`config.mk`:
```
export PLATFORM = sky130hd
export DESIGN_NAME = nes_pad_emulator
export DESIGN_NICKNAME = d
export VERILOG_FILES = /design/src/rtl/nes_pad_emulator.sv
export SDC_FILE = /design/constraint.sdc
export NUM_CORES = 1
export LEC_CHECK = 0
export ABC_AREA = 1
export CAP_MARGIN = 10
export CORE_UTILIZATION = 48
export CTS_CLUSTER_DIAMETER = 30
export DETAILED_ROUTE_END_ITERATION = 10
export PLACE_DENSITY = 0.85
export SLEW_MARGIN = 20
export SYNTH_ARGS = -nofsm -noshare
export SYNTH_HDL_FRONTEND = slang
export SYNTH_SLANG_ARGS = --single-unit
```
`constraint.sdc`:
```
create_clock -name clk -period 1.3 [get_ports clk]
set_input_delay 0.195 -clock clk [delete_from_list [all_inputs] [get_ports clk]]
set_output_delay 0.195 -clock clk [all_outputs]
set_load 0.005 [all_outputs]
```
`src/rtl/nes_pad_emulator.sv`:
```
// rtl/nes_pad_emulator.sv - NES controller-side 4021-style serial responder
module nes_pad_emulator #(
  parameter int SYNC_STAGES = 2,
  parameter int CNT_W       = 16
) (
  input  logic             clk,
  input  logic             reset_n,
  input  logic             latch_in,
  input  logic             pulse_in,
  input  logic [7:0]       buttons,
  output logic             data_out,
  output logic             frame_done,
  output logic [CNT_W-1:0] frame_count
);

  typedef enum logic [1:0] {IDLE, LOAD, SHIFT, DONE} state_t;

  state_t                 state, state_n;
  logic [SYNC_STAGES-1:0] latch_sync, pulse_sync;
  logic                   latch_s, pulse_s, latch_d, pulse_d;
  logic                   latch_fall, pulse_rise;
  logic [7:0]             sr, sr_n;
  logic [3:0]             bit_cnt, bit_cnt_n;
  logic                   frame_done_n;
  logic [CNT_W-1:0]       frame_count_n;

  assign latch_s    = latch_sync[SYNC_STAGES-1];
  assign pulse_s    = pulse_sync[SYNC_STAGES-1];
  assign latch_fall = latch_d & ~latch_s;
  assign pulse_rise = pulse_s & ~pulse_d;
  assign data_out   = sr[0];

  always_ff @(posedge clk or negedge reset_n) begin
    if (!reset_n) begin
      latch_sync  <= '0;
      pulse_sync  <= '0;
      latch_d     <= 1'b0;
      pulse_d     <= 1'b0;
      state       <= IDLE;
      sr          <= 8'hFF;
      bit_cnt     <= 4'd0;
      frame_done  <= 1'b0;
      frame_count <= '0;
    end else begin
      latch_sync  <= {latch_sync[SYNC_STAGES-2:0], latch_in};
      pulse_sync  <= {pulse_sync[SYNC_STAGES-2:0], pulse_in};
      latch_d     <= latch_s;
      pulse_d     <= pulse_s;
      state       <= state_n;
      sr          <= sr_n;
      bit_cnt     <= bit_cnt_n;
      frame_done  <= frame_done_n;
      frame_count <= frame_count_n;
    end
  end

  always_comb begin
    state_n       = state;
    sr_n          = sr;
    bit_cnt_n     = bit_cnt;
    frame_done_n  = 1'b0;
    frame_count_n = frame_count;
    // Latch high overrides everything: parallel load, pulses ignored, mid-frame abort.
    if (latch_s) begin
      state_n   = LOAD;
      sr_n      = ~buttons;
      bit_cnt_n = 4'd0;
    end else begin
      case (state)
        LOAD: begin
          if (latch_fall) begin
            state_n   = SHIFT;
            bit_cnt_n = 4'd0;
          end
        end
        SHIFT: begin
          if (pulse_rise) begin
            sr_n      = {1'b1, sr[7:1]};
            bit_cnt_n = bit_cnt + 4'd1;
            if (bit_cnt_n == 4'd8) begin
              frame_done_n  = 1'b1;
              frame_count_n = frame_count + {{(CNT_W-1){1'b0}}, 1'b1};
              state_n       = DONE;
            end
          end
        end
        default: begin
          if (pulse_rise) sr_n = {1'b1, sr[7:1]};
        end
      endcase
    end
  end

endmodule

```
======== Word level (Yosys, flattened, before mapping) ========
Index checks and enable logic that the tools add are counted.
Widths: inputs -> output; s select.
storage, ports and cells
  bits in registers ....................... 37
  bits in latches ......................... 0
  RAM bits ................................ 0
  bits in read-only memories .............. 0
  bits of input ports ..................... 12
  output and inout bits ................... 18
  logic and storage cells ................. 45
  memories kept ........................... 0
operators by class
  $add $sub $neg .......................... 2
  $mul .................................... 0
  div/mod/pow operators ................... 0
  magnitude comparators ................... 0
  eq/ne operators ......................... 7
  shift operators ......................... 0
  muxes and demuxes ....................... 16
  bitwise gates (word level) .............. 5
  reduce and logical (&&, ||, !) cells .... 6
operators by type and width
  cell                   count
  $mux 8                 3
  $add 16x1->16 const B  1
  $mux 4                 3
  $ne 3x3->1 const B     3
  $mux 2                 4
  $not 8->8              1
  $pmux 4 s2             1
  $reduce_and 4->1       2
  $add 4x1->4 const B    1
  $eq 4x4->1 const B     1
  $mux 1                 4
  $pmux 2 s2             1
  $reduce_and 3->1       1
  $reduce_bool 3->1      1
  $and 1x1->1            2
  $eq 2x1->1 const B     1
  $eq 2x2->1 const B     1
  $ne 2x2->1 const B     1
  $not 1->1              2
  $reduce_and 2->1       1
  $reduce_bool 2->1      1

======== Logic depth before layout (Yosys ltp) ========
  depth after elaboration ................. 6
  depth in mapped cells ................... 10
  depth with buffers taken out ............ 10

======== Worst setup path before layout ========
OpenSTA, ideal clock, no wires.
  kind .................................... register -> register
  start ................................... reg bit_cnt[0]
  end ..................................... reg frame_count[4]
  setup time .............................. 0.116 ns
  arrival ................................. 1.335 ns
  data required time ...................... 1.184 ns
  slack ................................... -0.151 ns
  stages on the path, launching flop included .. 11
  path buffers ............................ 1
  period minus slack after synthesis ...... 1.451 ns
  cell sequence ........................... dfrtp_1 > ha_1 > inv_1 > nand2_1 > nand2_1 > nand2_1 > nor2_4 > nand2_4 > buf_6 > nand2_1 > nand2_1
on the way
  cells in the longest elaborated chain, start to end .. 3
RTL lines
  what                               line  RTL
  start: declaration                 23    logic [3:0] bit_cnt, bit_cnt_n;
  start signal: assignment           51    bit_cnt <= bit_cnt_n;
  $add 4x1->4                        79    bit_cnt_n = bit_cnt + 4'd1;
  $eq 4x4->1                         80    if (bit_cnt_n == 4'd8) begin
  $reduce_and 4->1 (no source line)  n/a
  end signal: assignment             53    frame_count <= frame_count_n;
  end: declaration                   13    output logic [CNT_W-1:0] frame_count
Every way passes these cells.
A chain may end at the register's enable or synchronous reset.

======== Worst setup path after layout ========
  start ................................... reg bit_cnt[0]
  end ..................................... reg frame_count[6]
Same word-level chain as after synthesis.

==> run summary <==
Status - finished with violations
Failing checks - setup timing
Synthesized area per cell - 7.60 sq um
FF+latch count, synth - 37
Hold_buf cts - 0
Row cnt - 22
Via count - 2016
Number of global-route vias before repair - 1834
Area share of the largest cell type after synthesis - 0.374
Worst Path Arrival - 1640 ps
Hold Crit Class - in -> async
Startpoint Class - flip-flop
Register-to-Register Path Depth - 8
Worst IR drop on VDD - 0.868 mV
Max Fclk - 681 MHz
Tot GR Track Use - 0.257
Leading area contributor after synthesis - dfrtp_1
Sinks on Clock Net - 37
Final hold vios - 0
Root buf cell - clkbuf_8
Initial core utilization - 0.514
CP endpoint kind - flip-flop
DRT antenna net count - 0
IO Port Bufs - 29
Fraction of layout cells with a size suffix above 1 - 0.328
Post-synth cell types - 22
Inserted Clock Buffers - 5
Die ar. - 0.00430 sq mm
Drc violations - 0
Final nets - 349
CP most frequent cell - nand2_2
CP max FO - 8
Initial antenna violation count - 0
Fin crit share - 1.13
Detailed placement HPWL - 2860 microns
Max cap viols - 0
Setup-failing EPs final - 19
Cell Area, Synth - 0.00194 sq mm
PwrDens - 965 mW/mm^2
CP required - 1470 ps
Worst-path clk slew - 70 ps
CTS tree - built
Ant. Diodes - 0
TritonRoute pass-1 iters - 4
Final instance area - 0.00285 sq mm
Worst slew pin tran - 290 ps
Vias/cell - 5.26
DR iter-0 viols - 146
Slowest cell on the critical path - dfrtp_1
CTS Buffer Depth - 2
DP Worst Slack - -126 ps
Leakage - 0.00142 uW
Worst slew margin - 0.806
Tmin final - 1470 ps
Clock Latency Late Sink - 290 ps
Synth area leaders - dfrtp_1, nand2_1, dfstp_2
Dpl cell area - 0.00245 sq mm
First-pass GRT wire length - 8120 microns
Die Ht - 65.5 microns
Grt ovf - 0
# IOs - 30
Largest stage delay, worst path - 380 ps
Synthesized net count - 270
Routed WL - 5350 microns
Fin. max-slew vios - 0
Synthesized netlist cell count - 255
CP cell instances - ha_1 > nand3_2 > inv_1 > nand2_2 > nor2_4 > nand2_4 > nand2_2 > o21ai_1
RD Place Congestion - 0.833
Die width - 65.5 microns
RSZ-0062 raised after global routing - true
Setup Skew - 7.44 ps
Per-cell routed wire length - 14.0 microns
Core area - 0.00377 sq mm
Final WS setup - -168 ps
Crit path kind - reg -> reg
Largest net degree at the start of global routing - 38
Seq/Total Area, Yosys - 0.483
H-tree Lvls - 2
Synth-to-layout area growth - 46.9%
Reg2reg setup slack - -170 ps
Total of warnings raised by yosys - 0
[sequential cells by signal, summed over array words and instances, names as in the netlist]
name and cells:
latch_sync 2, frame_done 1, frame_count 16, pulse_d 1, sr 8, bit_cnt 4
state 2, latch_d 1, pulse_sync 2
[logic make-up (layout without fill, tap and decap cells)]
family / after synthesis / in the layout / synth area share
AND/OR/NAND/NOR: 158 / 159 / 0.343
buffers and inverters: 25 / 104 / 0.0607
adder cells (fa/ha/maj): 3 / 3 / 0.0194
AO/OA/AOI/OAI: 26 / 26 / 0.0671
XOR/XNOR: 6 / 6 / 0.0271
flip-flops: 37 / 37 / 0.483
[cell usage after synthesis, drive strengths merged]
| library cell | instances |
|---|---|
| nand2 | 111 |
| dfrtp | 29 |
| nor2 | 26 |
| o21ai | 25 |
| inv | 20 |
| nand3 | 13 |
| dfstp | 8 |
| nand4 | 7 |
| buf | 4 |
| xnor2 | 4 |
| ha | 3 |
| xor2 | 2 |
| a21oi | 1 |
| clkbuf | 1 |
| or2 | 1 |
[final timing paths]
| kind | start | endpoint |
|---|---|---|
| worst max-delay path | bit_cnt[0] | frame_count[6] |
| worst min-delay path | reset_n | state[0] |
| worst max register to register | bit_cnt[0] | frame_count[6] |
| worst min register to register | latch_sync[0] | latch_sync[1] |
| max in group asynchronous | reset_n | sr[3] |
| min in group clk | latch_in | latch_sync[0] |
[final cells by class]
cell class,instances,area [sq um]
multi-input cells,194,1010
inverters,20,75.1
clock buffers,8,90.1
well taps,48,60.1
flip-flops and latches,37,940
fillers,227,923
repair buffers,76,668
[timing repair]
| action | 4_1_cts | 5_1_grt |
|---|---|---|
| buffers inserted | 20 | 4 |
| endpoints found under the setup margin | 36 | 32 |
| gates cloned | 1 | 0 |
| resized for setup | 40 | 31 |
| pin swaps | 7 | 11 |
[cell usage in the layout, fill, tap and decap left out]
cell type,count
xor2_1,2
nand4_1,7
nand3_1,11
or2_2,1
nand2_1,88
xnor2_1,4
nor2_1,16
dfstp_2,8
ha_4,1
o21ai_0,16
buf_6,5
clkbuf_1,2
buf_4,40
a21oi_1,1
o21ai_1,6
dfrtp_2,3
nor2_4,4
nand3_2,2
dfrtp_1,26
dlygate4sd2_1,15
clkdlybuf4s50_1,11
nand2_2,20
nand2_4,4
ha_2,1
buf_12,2
ha_1,1
inv_2,4
inv_1,16
clkdlybuf4s15_1,3
o21ai_2,3
clkbuf_8,6
nor2_2,6
[layer usage]
metal,vias up,track usage,share of wire
met2,104,0.403,0.47
met4,0,0.149,0.042
met3,28,0.0729,0.079
met5,-,0,0
li1,964,-,-
met1,920,0.314,0.41
[where the power goes]
group	internal [uW]	switching, uW	total [uW]
Clock	432	392	824
Sequential	1350	94.7	1440
Combinational	197	285	482
Total	1980	772	2750
[metrics by stage]
stage          total power, uW  instances   util  hold slack [ps]  TNS (ps)
3_5_place_dp              1880        350  0.649              338      -807
5_1_grt                   2890        383  0.755              296     -3720
3_3_place_gp              1860        350  0.649              331      -215
6_report                  2750        383  0.755              272     -2200
2_1_floorplan             1700        255      -             -101      -636
4_1_cts                   2710        379  0.722              278     -1360
[critical path, delay by kind of cell, from the launching register on]
family | cells | cell delay (ps)
AO/OA/AOI/OAI | 1 | 70
AND/OR/NAND/NOR | 5 | 600
flip-flops | 1 | 380
buffers and inverters | 1 | 80
adder cells (fa/ha/maj) | 1 | 200
(Power assumes the default switching activity.)
